File: src/rtl/load_align_unit_if.sv
// load_align_unit_if
// Bundles the request, memory and result signals of the load alignment unit.
//   Request side : req_valid, req_ready, req_addr, req_size, req_unsigned
//   Memory side  : mem_req, mem_addr, mem_ack, mem_rdata
//   Result side  : load_valid, load_data, load_err
// Modport slave is the unit's own view; modport master is the view of
// whatever drives requests and answers memory reads.
interface load_align_unit_if #(
  parameter int DATA_W = 32,
  parameter int ADDR_W = 32
);
  logic              req_valid;
  logic              req_ready;
  logic [ADDR_W-1:0] req_addr;
  logic [1:0]        req_size;
  logic              req_unsigned;
  logic              mem_req;
  logic [ADDR_W-1:0] mem_addr;
  logic              mem_ack;
  logic [DATA_W-1:0] mem_rdata;
  logic              load_valid;
  logic [DATA_W-1:0] load_data;
  logic              load_err;

  modport slave (
    input  req_valid, req_addr, req_size, req_unsigned, mem_ack, mem_rdata,
    output req_ready, mem_req, mem_addr, load_valid, load_data, load_err
  );

  modport master (
    output req_valid, req_addr, req_size, req_unsigned, mem_ack, mem_rdata,
    input  req_ready, mem_req, mem_addr, load_valid, load_data, load_err
  );
endinterface

File: src/rtl/load_align_unit.sv
// load_align_unit
// Accepts one load request at a time, issues a word-aligned memory read,
// picks the addressed byte/half/word/dword lane out of the returned word
// (little-endian) and sign- or zero-extends it to DATA_W bits.
// Ports:
//   clk   - single clock, rising edge
//   reset - synchronous, active-high
//   bus   - load_align_unit_if.slave (request, memory and result signals)
// Parameters: DATA_W (32 or 64), ADDR_W (byte address width, >= 3).
// Optional feature: define LOAD_MISALIGN_CHECK_EN to reject requests that are
// not naturally aligned to their size with a load_err pulse instead of reading
// memory. Without it, misaligned lanes that run off the top of the word are
// filled with zero bytes before extension.
module load_align_unit #(
  parameter int DATA_W = 32,
  parameter int ADDR_W = 32
) (
  input logic             clk,
  input logic             reset,
  load_align_unit_if.slave bus
);

  localparam int OFF_W = (DATA_W == 64) ? 3 : 2;

  typedef enum logic [1:0] {
    IDLE,
    WAIT_MEM,
    RESP
  } stateT;

  stateT             stateQ, stateD;
  logic [ADDR_W-1:0] addrQ;
  logic [1:0]        sizeQ;
  logic              unsignedQ;
  logic              errQ;
  logic [DATA_W-1:0] loadDataQ;

  logic              accept;
  logic              misaligned;
  logic              illegal;
  logic [DATA_W-1:0] laneShift;
  logic [DATA_W-1:0] laneMask;
  logic [DATA_W-1:0] extData;
  logic [6:0]        laneBits;
  logic              signBit;

  assign accept = bus.req_valid && (stateQ == IDLE);

  // Alignment screening of the incoming request. Only active when the
  // misalignment check is built in; otherwise every size/offset goes to memory.
  always_comb begin
    misaligned = 1'b0;
`ifdef LOAD_MISALIGN_CHECK_EN
    case (bus.req_size)
      2'b01:   misaligned = bus.req_addr[0];
      2'b10:   misaligned = |bus.req_addr[1:0];
      2'b11:   misaligned = |bus.req_addr[2:0];
      default: misaligned = 1'b0;
    endcase
`endif
  end

  // A dword cannot be served by a 32-bit memory word, so it is rejected
  // up front together with any misaligned request.
  assign illegal = ((bus.req_size == 2'b11) && (DATA_W == 32)) || misaligned;

  // Lane extraction: shift the addressed byte down to bit 0 (bytes above the
  // word boundary shift in as zero), mask to the access width, then fill the
  // upper bits with the sign when a signed load has its top lane bit set.
  // The mask trick also covers full-width accesses: shifting 1 by DATA_W gives
  // 0, and 0 - 1 is all ones, so the lane passes through untouched.
  always_comb begin
    laneShift = bus.mem_rdata >> {addrQ[OFF_W-1:0], 3'b000};
    laneBits  = 7'd8;
    signBit   = laneShift[7];
    case (sizeQ)
      2'b00: begin
        laneBits = 7'd8;
        signBit  = laneShift[7];
      end
      2'b01: begin
        laneBits = 7'd16;
        signBit  = laneShift[15];
      end
      2'b10: begin
        laneBits = 7'd32;
        signBit  = laneShift[31];
      end
      default: begin
        laneBits = 7'd64;
        signBit  = laneShift[DATA_W-1];
      end
    endcase
    laneMask = (DATA_W'(1) << laneBits) - DATA_W'(1);
    extData  = laneShift & laneMask;
    if (!unsignedQ && signBit) begin
      extData = extData | ~laneMask;
    end
  end

  // Next-state logic. Illegal requests skip memory entirely and go straight
  // to RESP, where errQ turns the result strobe into an error strobe.
  always_comb begin
    stateD = stateQ;
    case (stateQ)
      IDLE: begin
        if (accept) begin
          stateD = illegal ? RESP : WAIT_MEM;
        end
      end
      WAIT_MEM: begin
        if (bus.mem_ack) begin
          stateD = RESP;
        end
      end
      RESP:    stateD = IDLE;
      default: stateD = IDLE;
    endcase
  end

  // State and request registers. The request fields only load on acceptance,
  // so traffic presented while busy cannot disturb an access in flight.
  // The result register only loads on the acknowledging WAIT_MEM cycle and
  // otherwise holds, which keeps load_data stable outside RESP.
  always_ff @(posedge clk) begin
    if (reset) begin
      stateQ    <= IDLE;
      addrQ     <= '0;
      sizeQ     <= 2'b00;
      unsignedQ <= 1'b0;
      errQ      <= 1'b0;
      loadDataQ <= '0;
    end else begin
      stateQ <= stateD;
      if (accept) begin
        addrQ     <= bus.req_addr;
        sizeQ     <= bus.req_size;
        unsignedQ <= bus.req_unsigned;
        errQ      <= illegal;
      end
      if ((stateQ == WAIT_MEM) && bus.mem_ack) begin
        loadDataQ <= extData;
      end
    end
  end

  assign bus.req_ready  = (stateQ == IDLE);
  assign bus.mem_req    = (stateQ == WAIT_MEM);
  assign bus.mem_addr   = {addrQ[ADDR_W-1:OFF_W], OFF_W'(0)};
  assign bus.load_valid = (stateQ == RESP) && !errQ;
  assign bus.load_err   = (stateQ == RESP) && errQ;
  assign bus.load_data  = loadDataQ;

endmodule

File: src/flat_wrapper.sv
// flat-port wrapper written by rule: the top's interface ports become plain ports
module load_align_unit_flat 
#(
  parameter int DATA_W = 32,
  parameter int ADDR_W = 32
)
  (clk, reset, bus_req_valid, bus_req_addr, bus_req_size, bus_req_unsigned, bus_mem_ack, bus_mem_rdata, bus_req_ready, bus_mem_req, bus_mem_addr, bus_load_valid, bus_load_data, bus_load_err);
  load_align_unit_if #(.DATA_W(DATA_W), .ADDR_W(ADDR_W)) bus_i ();
  input logic clk;
  input logic reset;
  input wire logic [$bits(bus_i.req_valid)-1:0] bus_req_valid;
  input wire logic [$bits(bus_i.req_addr)-1:0] bus_req_addr;
  input wire logic [$bits(bus_i.req_size)-1:0] bus_req_size;
  input wire logic [$bits(bus_i.req_unsigned)-1:0] bus_req_unsigned;
  input wire logic [$bits(bus_i.mem_ack)-1:0] bus_mem_ack;
  input wire logic [$bits(bus_i.mem_rdata)-1:0] bus_mem_rdata;
  output wire logic [$bits(bus_i.req_ready)-1:0] bus_req_ready;
  output wire logic [$bits(bus_i.mem_req)-1:0] bus_mem_req;
  output wire logic [$bits(bus_i.mem_addr)-1:0] bus_mem_addr;
  output wire logic [$bits(bus_i.load_valid)-1:0] bus_load_valid;
  output wire logic [$bits(bus_i.load_data)-1:0] bus_load_data;
  output wire logic [$bits(bus_i.load_err)-1:0] bus_load_err;
  assign bus_i.req_valid = bus_req_valid;
  assign bus_i.req_addr = bus_req_addr;
  assign bus_i.req_size = bus_req_size;
  assign bus_i.req_unsigned = bus_req_unsigned;
  assign bus_i.mem_ack = bus_mem_ack;
  assign bus_i.mem_rdata = bus_mem_rdata;
  assign bus_req_ready = bus_i.req_ready;
  assign bus_mem_req = bus_i.mem_req;
  assign bus_mem_addr = bus_i.mem_addr;
  assign bus_load_valid = bus_i.load_valid;
  assign bus_load_data = bus_i.load_data;
  assign bus_load_err = bus_i.load_err;
  load_align_unit #(.DATA_W(DATA_W), .ADDR_W(ADDR_W)) u_core (.clk(clk), .reset(reset), .bus(bus_i));
endmodule
File: config.mk
export PLATFORM = sky130hd
export DESIGN_NAME = load_align_unit_flat
export DESIGN_NICKNAME = d
export VERILOG_FILES = /design/src/rtl/load_align_unit_if.sv /design/src/rtl/load_align_unit.sv /design/src/flat_wrapper.sv
export SDC_FILE = /design/constraint.sdc
export NUM_CORES = 1
export LEC_CHECK = 0
export ABC_AREA = 1
export BUFFER_PORTS_ARGS = -buffer_cell sky130_fd_sc_hd__buf_4
export CORE_MARGIN = 1.5
export CORE_UTILIZATION = 50
export DETAILED_ROUTE_END_ITERATION = 6
export GPL_ROUTABILITY_DRIVEN = 0
export PLACE_DENSITY_LB_ADDON = 0.3
export SKIP_LAST_GASP = 1
export SLEW_MARGIN = 5
export SYNTH_ARGS = -nofsm -noshare
export SYNTH_HDL_FRONTEND = slang
export SYNTH_SLANG_ARGS = --single-unit
File: constraint.sdc
create_clock -name clk -period 5.05 [get_ports clk]
set_input_delay 0.7575 -clock clk [delete_from_list [all_inputs] [get_ports clk]]
set_output_delay 0.7575 -clock clk [all_outputs]
set_load 0.02 [all_outputs]
**Word-level counts from Yosys, hierarchy flattened**

Index checks and enable logic that the tools add are counted.

- Flip-flop bits (word level): 70
- Input bits: 71
- Output and inout port bits: 68
- Word-level logic and storage cells: 36

- Add/sub/neg operators: 1
- Equality and inequality tests: 7
- Shift-type cells: 2
- Multiplexer cells: 7
- Bitwise operators: 3
- Reduce and logical (&&, ||, !) cells: 10

Operators with widths:

| cell | count |
|---|---|
| $and 32x32->32 | 1 |
| $mux 32 | 1 |
| $not 32->32 | 1 |
| $or 32x32->32 | 1 |
| $shl 1x7->32 const A | 1 |
| $shr 32x5->32 | 1 |
| $sub 32x2->32 const B | 1 |
| $pmux 7 s3 | 1 |
| $eq 2x2->1 const B | 3 |
| $mux 2 | 3 |
| $logic_and 1x1->1 | 5 |
| $eq 2x1->1 const B | 2 |
| $logic_not 2->1 | 2 |
| $pmux 2 s2 | 1 |
| $logic_not 1->1 | 2 |
| $ne 2x1->1 const B | 1 |
| $ne 2x2->1 const B | 1 |
| $pmux 1 s2 | 1 |
| $reduce_and 2->1 | 1 |

**Logic depth before layout (Yosys ltp)**

- Word-level depth: 7
- Gate-level depth with buffers: 9
- Gate-level depth less buffers: 8

**Least setup slack after synthesis**

Ideal clock, no wire load.

- Path type: register -> output
- Start: register u_core.stateQ[1]
- End: output bus_load_valid
- Data arrival time: 0.865 ns
- Required time: 4.293 ns
- Setup slack: 3.427 ns
- Cell stages (with the launch flop): 3
- Path buffers: 0
- Cells stage by stage: dfxtp_1 -> inv_1 -> nor3_1

- Longest elaborated chain between the ends: 2

RTL lines:

| element | RTL line | text |
|---|---|---|
| start: declaration | load_align_unit.sv:31 | `stateT stateQ, stateD;` |
| start signal: assignment | load_align_unit.sv:134 | `stateQ <= stateD;` |
| $eq 2x2->1 | load_align_unit.sv:150 | `assign bus.load_valid = (stateQ == RESP) && !errQ;` |
| $logic_and 1x1->1 | load_align_unit.sv:150 |  |
| end: declaration | flat_wrapper.sv:20 | `output wire logic [$bits(bus_i.load_valid)-1:0] bus_load_valid;` |

No other way between the ends.

**Worst setup path in the final report**

- Start: input bus_req_valid
- End: register u_core.errQ

- Longest elaborated chain between the ends: 1

RTL lines:

| element | RTL line | text |
|---|---|---|
| start: declaration | flat_wrapper.sv:11 | `input wire logic [$bits(bus_i.req_valid)-1:0] bus_req_valid;` |
| $logic_and 1x1->1 | load_align_unit.sv:47 | `assign accept = bus.req_valid && (stateQ == IDLE);` |
| end signal: assignment | load_align_unit.sv:139 | `errQ <= illegal;` |
| end: declaration | load_align_unit.sv:35 | `logic errQ;` |

No other way between the ends.
A chain may end at the register's enable or synchronous reset.

==> implementation parameters <==
Parameter                              Value

Status
  Result of the run    finished with violations
  Violated checks    DRC

Worst setup path
  Category of the worst setup path launch point    input port
  CP required    5240 ps
  Signal arrival time at the worst endpoint    3220 ps
  Endpoint kind of the worst setup timing path    register
  Crit Path Max Fanout    40
  Critical path type    in2reg

Min path
  Tightest Hold Check Type    reg2reg

Logic synthesis
  Library cell occupying the most area in the post-synthesis netlist    sky130_fd_sc_hd__dfxtp_1
  Share of Yosys cell area claimed by the top area cell type    0.412
  Area contributors post-synth    sky130_fd_sc_hd__dfxtp_1, sky130_fd_sc_hd__o21ai_0, sky130_fd_sc_hd__nor2_1, sky130_fd_sc_hd__buf_4, sky130_fd_sc_hd__a21oi_1
  Post-Synthesis Cell Area    3400 sq um
  Cells after Synth    465
  Yosys Warn Count    0
  Count of state elements after synthesis    70
  Distinct cell type count of the synthesized netlist    27
  Synthesized area per cell    7.31 sq um
  Share of synthesized area occupied by flip-flops and latches    0.412

Clocking
  Clk Latency, worst-skew pair    350 ps
  TritonCTS buffer count    9
  Number of gates resized after CTS    0
  Clock tree from TritonCTS    built
  Maximum clock insertion buffer count    2
  Post-CTS Repair Setup Buffers    0
  Quantity of hold-fixing buffers added after cts    0
  H-Tree Depth    3
  Reg clk slew, reported paths    70 ps
  Clock tree root driver cell    sky130_fd_sc_hd__clkbuf_8
  CTS Sinks    70

Floorplan
  Die X-Extent    85.5 microns
  Area enclosed by the die boundary    7310 sq um
  Ports placed on the boundary    139
  Initial cell density of the core    0.527
  Site row count    29
  Vertical die dimension    85.5 microns
  Std-Cell Core Area    6460 sq um

Timing
  Share of the cycle needed by the critical path after routing    0.599
  Max-slew headroom    0.286
  Max-slew violation count    0
  Post-route minimum period    3020 ps
  Final Hold Fails    0
  Setup repair after global routing missed its margin    false
  Tightest hold margin    480 ps
  Slew at the pin with the worst max-slew slack    1070 ps
  Clock skew after layout    11.6 ps
  Final critical-path setup slack    2030 ps
  Setup Total Neg Slack    0 ps
  Fmax    0.331 GHz
  Final setup violation count    0

Final layout
  Antenna diodes    0
  Final #Nets    622
  P&R area growth vs syn    27.6%
  Proportion of layout cells with a drive suffix above 1    0.321
  Final core utilization    0.672

Global route
  Overall fraction of global-route tracks in use    0.239
  Pin count of the biggest net entering global routing    48
  Antenna violations before repair    0
  Vias in the first global route    3048
  Remaining global-route overflow    0
  Wire length of the first global-routing pass    13.9 mm

Detailed routing
  Vias per inst    5.29
  Iter 0 DRT Violations    193
  WL final    8.94 mm
  Antenna-violating nets left    0
  Residual DRC    12
  First drt pass iteration count    7
  Routed wire length per instance    14.1 microns
  Number of vias in the routed layout    3341

Pwr
  Worst vdd rail ir drop    0.198 mV
  Static leakage    0.00210 uW
  Pwr dens    330 nW/um^2

Job
  Max capacitance violation total    0

Placement
  HPWL after detailed placement    6.18 mm
  Worst setup slack after placement    1690 ps
  Port-buffer cells    136
layer usage:
metal  vias up  routed length (microns)  GRT usage
met5         -                        0          0
met4         0                      118     0.0806
met3         8                      758     0.0642
met2       145                     4300      0.393
li1       1681                        -          -
met1      1507                     3760      0.302
kinds of logic after synthesis:
kind of cell,count (synthesis),share of synthesized area
compound gates,160,0.263
fa+ha+maj,1,0.00368
buf+inv,94,0.149
flops,70,0.412
other cells,1,0.00110
simple gates,139,0.171
registers in the layout, indices dropped and copies added (netlist names):
register              flops
u_core.stateQ             2
u_core.sizeQ              2
u_core.unsignedQ          1
u_core.bus.load_data     32
u_core.addrQ             32
u_core.errQ               1
Yosys cell counts (all sizes together):
cell	number
dfxtp	70
nor3	1
nand3	12
inv	28
or2	7
clkbuf	16
clkinv	1
o31ai	7
conb	1
a31oi	13
ha	1
nand2	20
and3	1
nor2	98
o21ai	82
buf	49
o211ai	7
a21oi	51
report_power, final:
part	switching [uW]	leakage, uW	internal, uW
Combinational	206	0.00142	142
Clock	210	0.000104	243
Sequential	36.9	0.000576	596
Total	453	0.00210	981
cell type report:
type	count	area, sq um
multi-input combinational	302	1500
fill	591	2120
tap	77	96.3
clock buffer	11	141
timing repair buffer	138	1040
sequential	70	1400
inverter	29	109
clock inverter	5	57.6
layout by cell type, fill, tap and decap left out, drive strengths merged, types with 2 or more instances in the layout:
cell    Yosys  final
buf        49    138
nor2       98     98
o21ai      82     82
dfxtp      70     70
a21oi      51     51
inv        28     29
nand2      20     20
a31oi      13     13
nand3      12     12
clkbuf     16     11
or2         7      7
o31ai       7      7
o211ai      7      7
clkinv      1      4
conb        1      2
per-stage QoR:
step	area, sq um	std cells	power, uW
CTS	4340	632	1440
finish	4340	632	1430
floorplan	3400	466	890
global placement	4140	616	985
detailed placement	4140	616	992
global route	4340	632	1510
worst max-delay path: stages:
cell and delay (ps):
sky130_fd_sc_hd__buf_4 110, sky130_fd_sc_hd__nand2_1 760, sky130_fd_sc_hd__clkinv_1 1060, sky130_fd_sc_hd__o21ai_0 440, sky130_fd_sc_hd__a21oi_1 70
final timing paths:
check        cells past startpoint  slack [ps]                           end                           from
max                              5        2030      u_core.errQ$_SDFFE_PP0P_                  bus_req_valid
min                              2         480  u_core.sizeQ[0]$_SDFFE_PP0P_   u_core.sizeQ[0]$_SDFFE_PP0P_
max reg2reg                      5        2090      u_core.errQ$_SDFFE_PP0P_  u_core.stateQ[1]$_SDFFE_PP0P_
min reg2reg                      2         480  u_core.sizeQ[0]$_SDFFE_PP0P_   u_core.sizeQ[0]$_SDFFE_PP0P_
(Power assumes the default switching activity.)
